$ cat config.mk
export PLATFORM = sky130hd
export DESIGN_NAME = egress_meta_stats
export DESIGN_NICKNAME = d
export VERILOG_FILES = /design/src/rtl/egress_pkg.sv /design/src/rtl/meta_fifo.sv /design/src/rtl/egress_meta_stats.sv
export SDC_FILE = /design/constraint.sdc
export NUM_CORES = 2
export LEC_CHECK = 0
export ABC_AREA = 1
export BUFFER_PORTS_ARGS = -buffer_cell sky130_fd_sc_hd__clkbuf_2
export CORE_AREA = 2 2 415 623
export DETAILED_ROUTE_END_ITERATION = 7
export DIE_AREA = 0 0 417 625
export PLACE_DENSITY = 0.66
export REMOVE_ABC_BUFFERS = 1
export SLEW_MARGIN = 30
export SYNTH_ARGS = -nofsm -noshare
export SYNTH_HDL_FRONTEND = slang
export SYNTH_SLANG_ARGS = --single-unit
$ cat constraint.sdc
create_clock -name clk -period 6.5 [get_ports clk]
set_input_delay 0.975 -clock clk [delete_from_list [all_inputs] [get_ports clk]]
set_output_delay 0.975 -clock clk [all_outputs]
set_load 0.1 [all_outputs]
$ cat src/rtl/egress_pkg.sv
// Shared types, register map and helpers for the egress metadata
// statistics block.
package egress_pkg;

  localparam int NUM_PORTS = 4;

  typedef struct packed {
    logic [1:0]  dest;
    logic [1:0]  src;
    logic [21:0] time_delta;
    logic [5:0]  packet_len;
  } meta_t;

  localparam logic [3:0] ADDR_POP    = 4'd0;
  localparam logic [3:0] ADDR_STATUS = 4'd1;
  localparam logic [3:0] ADDR_PKT    = 4'd2;
  localparam logic [3:0] ADDR_BLK    = 4'd6;
  localparam logic [3:0] ADDR_DELTA  = 4'd10;
  localparam logic [3:0] ADDR_DROP   = 4'd14;
  localparam logic [3:0] ADDR_CTRL   = 4'd15;

  // A zero length field encodes a full 64-block packet.
  function automatic logic [6:0] decode_blocks(
    input logic [5:0] len
  );
    return (len == 6'd0) ? 7'd64 : {1'b0, len};
  endfunction

endpackage

$ cat src/rtl/meta_fifo.sv
// Count-based synchronous FIFO with registered pop data.
// A pop on an empty FIFO loads zero into dout.
module meta_fifo #(
  parameter int DEPTH = 64
) (
  input  logic                   clk,
  input  logic                   reset,
  input  logic                   push,
  input  logic                   pop,
  input  logic [31:0]            din,
  output logic [31:0]            dout,
  output logic [$clog2(DEPTH):0] count,
  output logic                   empty,
  output logic                   full
);

  localparam int AW = $clog2(DEPTH);

  logic [31:0]   mem [DEPTH];
  logic [AW-1:0] head;
  logic [AW-1:0] tail;
  logic          do_pop;
  logic          do_push;

  assign empty   = count == '0;
  assign full    = count == (AW+1)'(DEPTH);
  assign do_pop  = pop && !empty;
  // A pop frees a slot in the same cycle, so push into a full FIFO is ok.
  assign do_push = push && (!full || do_pop);

  always_ff @(posedge clk) begin
    if (reset) begin
      head  <= '0;
      tail  <= '0;
      count <= '0;
      dout  <= '0;
    end else begin
      if (pop)
        dout <= empty ? '0 : mem[head];
      if (do_pop)
        head <= head + AW'(1);
      if (do_push)
        tail <= tail + AW'(1);
      case ({do_push, do_pop})
        2'b10:   count <= count + (AW+1)'(1);
        2'b01:   count <= count - (AW+1)'(1);
        default: count <= count;
      endcase
    end
  end

  always_ff @(posedge clk) begin
    if (do_push)
      mem[tail] <= din;
  end

endmodule

$ cat src/rtl/egress_meta_stats.sv
// Egress metadata FIFO plus per-port packet/block/latency statistics
// behind a registered word-addressed register interface.
module egress_meta_stats
  import egress_pkg::*;
#(
  parameter int FIFO_DEPTH = 64
) (
  input  logic        clk,
  input  logic        reset,
  input  logic        meta_en,
  input  logic [31:0] meta_in,
  input  logic        rd_en,
  input  logic        wr_en,
  input  logic [3:0]  addr,
  input  logic [31:0] wr_data,
  output logic [31:0] rd_data,
  output logic        rd_valid,
  output logic        fifo_empty,
  output logic        fifo_full
);

  localparam int CW = $clog2(FIFO_DEPTH) + 1;

  meta_t          m;
  logic           pop_req;
  logic           clear;
  logic           drop;
  logic [31:0]    fifo_dout;
  logic [CW-1:0]  fifo_count;
  logic [31:0]    pkt_cnt   [NUM_PORTS];
  logic [31:0]    blk_cnt   [NUM_PORTS];
  logic [21:0]    max_delta [NUM_PORTS];
  logic [15:0]    drop_cnt;
  logic [31:0]    reg_val;
  logic [3:0]     off;
  logic [31:0]    rd_q;
  logic           pop_sel;
  logic           unused_bits;

  assign m           = meta_t'(meta_in);
  assign unused_bits = ^{wr_data[31:1], m.src};

  assign pop_req = rd_en && addr == ADDR_POP;
  assign clear   = wr_en && !rd_en && addr == ADDR_CTRL && wr_data[0];
  assign drop    = meta_en && fifo_full && !pop_req;

  meta_fifo #(
    .DEPTH (FIFO_DEPTH)
  ) u_fifo (
    .clk   (clk),
    .reset (reset),
    .push  (meta_en),
    .pop   (pop_req),
    .din   (meta_in),
    .dout  (fifo_dout),
    .count (fifo_count),
    .empty (fifo_empty),
    .full  (fifo_full)
  );

  // Clear takes priority over a same-cycle packet.
  always_ff @(posedge clk) begin
    if (reset || clear) begin
      for (int i = 0; i < NUM_PORTS; i++) begin
        pkt_cnt[i]   <= '0;
        blk_cnt[i]   <= '0;
        max_delta[i] <= '0;
      end
      drop_cnt <= '0;
    end else if (meta_en) begin
      pkt_cnt[m.dest] <= pkt_cnt[m.dest] + 32'd1;
      blk_cnt[m.dest] <= blk_cnt[m.dest]
                         + 32'(decode_blocks(m.packet_len));
      if (m.time_delta > max_delta[m.dest])
        max_delta[m.dest] <= m.time_delta;
      if (drop && drop_cnt != 16'hFFFF)
        drop_cnt <= drop_cnt + 16'd1;
    end
  end

  // Port groups are 4-aligned after subtracting 2, so the low bits index.
  always_comb begin
    reg_val = '0;
    off     = addr - ADDR_PKT;
    unique case (1'b1)
      addr == ADDR_STATUS:
        reg_val = {fifo_empty, fifo_full, 14'b0, 16'(fifo_count)};
      addr >= ADDR_PKT && addr < ADDR_BLK:
        reg_val = pkt_cnt[off[1:0]];
      addr >= ADDR_BLK && addr < ADDR_DELTA:
        reg_val = blk_cnt[off[1:0]];
      addr >= ADDR_DELTA && addr < ADDR_DROP:
        reg_val = {10'b0, max_delta[off[1:0]]};
      addr == ADDR_DROP:
        reg_val = {16'b0, drop_cnt};
      default:
        reg_val = '0;
    endcase
  end

  always_ff @(posedge clk) begin
    if (reset) begin
      rd_valid <= 1'b0;
      rd_q     <= '0;
      pop_sel  <= 1'b0;
    end else begin
      rd_valid <= rd_en;
      if (rd_en) begin
        pop_sel <= pop_req;
        rd_q    <= reg_val;
      end
    end
  end

  // Pop data is already registered inside the FIFO.
  assign rd_data = pop_sel ? fifo_dout : rd_q;

endmodule
==> metrics.log <==
INFO  metric status = complete, no violations
INFO  metric routabilityCongestion = 0.9171
INFO  metric yosysWarningCount = 0
INFO  metric synthDistinctLibCells = 46
INFO  metric post_cts.repair.setup_buffers = 0
INFO  metric r2r_cells = 9
INFO  metric maximum_number_of_pins_on_one_net_before_global_route_repair = 199
INFO  metric multiInputGateArea = 0.02932 sq mm
INFO  metric grt_first_pass_wirelength = 471.0 mm
INFO  metric final-setup-viol-count = 0
INFO  metric drt-vias-per-instance = 5.732
INFO  metric synth_async_sr_flop_share = 0
INFO  metric finalCriticalPeriod = 4475 ps
INFO  metric yosys-top-cells-count = 2962 x sky130_fd_sc_hd__nand2_1, 2392 x sky130_fd_sc_hd__edfxtp_1, 2120 x sky130_fd_sc_hd__nand3_1
INFO  metric worst_hold_path_type = in2reg
INFO  metric final_max_slew_violation_count = 0
INFO  metric cap_violations = 0
INFO  metric tritoncts = done
INFO  metric ir_drop = 0.2293 mV
INFO  metric finClkSkew = 92.88 ps
INFO  metric crit_end = pkt_cnt[1][16]
INFO  metric core-area = 0.2559 sq mm
INFO  metric worst_setup_hold_path_clk_slew = 70 ps
INFO  metric synth-main-ff-cell = sky130_fd_sc_hd__edfxtp_1
INFO  metric number_of_flops_mapped_to_enable_cells_by_yosys = 2392
INFO  metric filler_cell_count = 22.59k
INFO  metric die_y = 625 um
INFO  metric r2r-start = u_fifo.count[1]
INFO  metric pwr_density_cell = 277.7 mW/mm^2
INFO  metric yosys.cell_count.top_type = sky130_fd_sc_hd__nand2_1
INFO  metric cp_data_required_time = 7040 ps
INFO  metric wl_per_cell = 24.25 um
INFO  metric ios = 108
INFO  metric setup.reg_to_reg.worst_slack = 2600 ps
INFO  metric die-width = 417 um
INFO  metric cts_buffers = 220
INFO  metric via_count_of_the_first_global_routing_pass = 75.07k
INFO  metric layout_worst_path_cycle_share = 0.6885
INFO  metric relSlewSlack = 0.2706
INFO  metric timing_worst_setup_path_type = in2reg
INFO  metric critical_path.max_fanout = 87
INFO  metric cp_data_arrival_time = 5020 ps
INFO  metric endpoint_kind = flip-flop
INFO  metric post_synth_inst_count = 9881
INFO  metric initial_core_util = 0.4167
INFO  metric timing.final.ws_setup = 2025 ps
INFO  metric post-dp-hpwl = 185.5 mm
INFO  metric post_synth_instance_area = 0.1066 sq mm
INFO  metric port-buffer-count = 76
INFO  metric row_count = 228
INFO  metric timing_hold_violations_final = 0
INFO  metric design.die.area = 0.2606 sq mm
INFO  metric overall_via_count_from_detail_route = 76.02k
INFO  metric final_layout_size_suffix_gt1_frac = 0.07679
INFO  metric clock_root_buffer_master = sky130_fd_sc_hd__clkbuf_16
INFO  metric drt.antenna.violating_nets = 0
INFO  metric area_growth_syn_to_layout = 10.78%
INFO  metric wl = 321.7 mm
INFO  metric grt_antenna_before_repair = 9
INFO  metric post-synth-top-area-cell = sky130_fd_sc_hd__edfxtp_1
INFO  metric synth_top_area_frac = 0.6735
INFO  metric syn_area_per_cell = 10.79 sq um
INFO  metric post_cts_resize_count = 0
INFO  metric synth_sequential_area_ratio = 0.6936
INFO  metric startpoint_of_the_most_critical_setup_path = meta_in[30]
INFO  metric post-route-drc-count = 0
INFO  metric total_grt_overflow = 0
INFO  metric setup_repair_after_global_routing_missed_its_margin = no
INFO  metric grtUsageTotal = 0.2405
INFO  metric final_nets = 9870
INFO  metric h-tree-depth = 4
INFO  metric synth.area.top_cells = sky130_fd_sc_hd__edfxtp_1 67%, sky130_fd_sc_hd__nand2_1 10%, sky130_fd_sc_hd__nand3_1 9.9%
INFO  metric sum_of_negative_setup_slack = 0 ps
INFO  metric seqCellArea = 0.07399 sq mm
INFO  metric first_iter_violations = 7925
INFO  metric ctsHoldBuffers = 0
INFO  metric dr.pass1.iters = 6
INFO  metric number_of_flip_flops_and_latches_in_the_synthesized_netlist = 2499
INFO  metric reg2reg_to = u_fifo.mem[29][11]
INFO  metric timing.critical_path.from_type = input port
INFO  metric max-clock-path-buffers = 4
INFO  metric cts_sinks = 2499
INFO  metric worst-slew-pin-transition = 1094 ps
INFO  metric worstSkewPairLatency = 910 ps
INFO  metric dp_slack = 1260 ps
INFO  metric power_leakage = 41.87 nW
INFO  metric achievable-frequency = 0.2235 GHz
state kept, by name (all words and copies together) (netlist names), named ones only:
register / count
u_fifo.mem: 2048
blk_cnt: 128
pkt_cnt: 128
max_delta: 88
rd_q: 32
u_fifo.dout: 32
drop_cnt: 16
u_fifo.count: 7
u_fifo.head: 6
u_fifo.tail: 6
pop_sel: 1
rd_valid: 1
layout by cell type (no fill, tap or decap), types with 13 or more instances in the layout:
master                      count
sky130_fd_sc_hd__o221ai_1      24
sky130_fd_sc_hd__bufinv_16     22
sky130_fd_sc_hd__o22ai_1       58
sky130_fd_sc_hd__mux2_2        32
sky130_fd_sc_hd__nor3_1        85
sky130_fd_sc_hd__clkinv_2      41
sky130_fd_sc_hd__clkbuf_16    223
sky130_fd_sc_hd__inv_1        349
sky130_fd_sc_hd__buf_12        24
sky130_fd_sc_hd__buf_4        180
sky130_fd_sc_hd__nor2_2        15
sky130_fd_sc_hd__clkinv_1      44
sky130_fd_sc_hd__dfxtp_1      100
sky130_fd_sc_hd__xor2_1        13
sky130_fd_sc_hd__nor2_4        67
sky130_fd_sc_hd__o21ai_0      145
sky130_fd_sc_hd__edfxtp_1    2392
sky130_fd_sc_hd__a21oi_1      259
sky130_fd_sc_hd__clkbuf_2      72
sky130_fd_sc_hd__nand2_1     2954
sky130_fd_sc_hd__nand4_1       22
sky130_fd_sc_hd__nand3_1     2118
sky130_fd_sc_hd__clkbuf_1      43
sky130_fd_sc_hd__nor2_1       421
sky130_fd_sc_hd__a22oi_1       30
sky130_fd_sc_hd__ha_1          39
critical path, cell delays in order:
cell and delay [ps]:
sky130_fd_sc_hd__buf_6 470, sky130_fd_sc_hd__nand2_2 590, sky130_fd_sc_hd__inv_2 450, sky130_fd_sc_hd__buf_4 470
sky130_fd_sc_hd__nand2_1 100, sky130_fd_sc_hd__nand3_1 270, sky130_fd_sc_hd__ha_1 280, sky130_fd_sc_hd__inv_1 100
sky130_fd_sc_hd__nor2_1 240, sky130_fd_sc_hd__nand2_1 190, sky130_fd_sc_hd__nor2_2 210, sky130_fd_sc_hd__nand2_1 130
sky130_fd_sc_hd__inv_1 90, sky130_fd_sc_hd__nand3_1 60, sky130_fd_sc_hd__nand3_1 200, sky130_fd_sc_hd__nor2_1 70
per-layer routing:
layer / routed length, um / track usage / vias to the layer above / share of wire
met4: 22150 / 0.1553 / 4 / 0.069
met3: 23830 / 0.03184 / 918 / 0.074
li1: - / - / 34233 / -
met5: 23 / 0 / - / 0.000072
met1: 112800 / 0.2730 / 37216 / 0.35
met2: 162900 / 0.4250 / 3649 / 0.51
how the worst min path moves through the flow:
stage | start | cells after the start | endpoint | slack (ps)
6_report | reset | 2 | rd_q[28] | 280
5_1_grt | reset | 2 | rd_q[28] | 260
4_1_cts | reset | 2 | rd_q[28] | 220
3_5_place_dp | rd_q[12] | 2 | rd_q[12] | 450
3_3_place_gp | rd_q[7] | 2 | rd_q[7] | 450
2_1_floorplan | u_fifo.dout[0] | 2 | u_fifo.dout[0] | 440
kinds of logic after synthesis:
kind of cell	share of synthesized area
and+or+nand+nor	0.2293
DFF	0.6936
buffers and inverters	0.03669
AOI/OAI and AO/OA	0.03040
adders and majority gates	0.004951
muxes	0.003379
xor gates and xnor gates	0.001643
power by group:
part | switching (mW) | leakage, nW | internal [mW]
clock | 5.82 | 3.41 | 7.20
combinational | 1.46 | 15.6 | 0.417
sequential | 0.0871 | 22.9 | 17.8
per-stage QoR:
stage / utilization / cell area, sq um / instances / power, mW / hold WS, ps
2_1_floorplan: - / 104100 / 9254 / 19.35 / 435.8
6_report: 0.4617 / 118100 / 13263 / 32.80 / 275.6
4_1_cts: 0.4615 / 118100 / 13257 / 32.87 / 220.2
3_5_place_dp: 0.4342 / 111100 / 12868 / 20.09 / 454.2
5_1_grt: 0.4616 / 118100 / 13259 / 33.62 / 263.1
3_3_place_gp: 0.4342 / 111100 / 12868 / 20.04 / 448.8
area by class of cell:
type                            count  area share
Sequential cell                  2499      0.6264
Multi-Input combinational cell   6386      0.2482
Clock buffer                      271     0.04919
Tap cell                         3335     0.03532
Timing Repair Buffer              280     0.01888
Inverter                          369     0.01201
Clock inverter                    118    0.009913
Antenna cell                        5   0.0001059
Note: power is estimated with default switching activity, not from simulation.
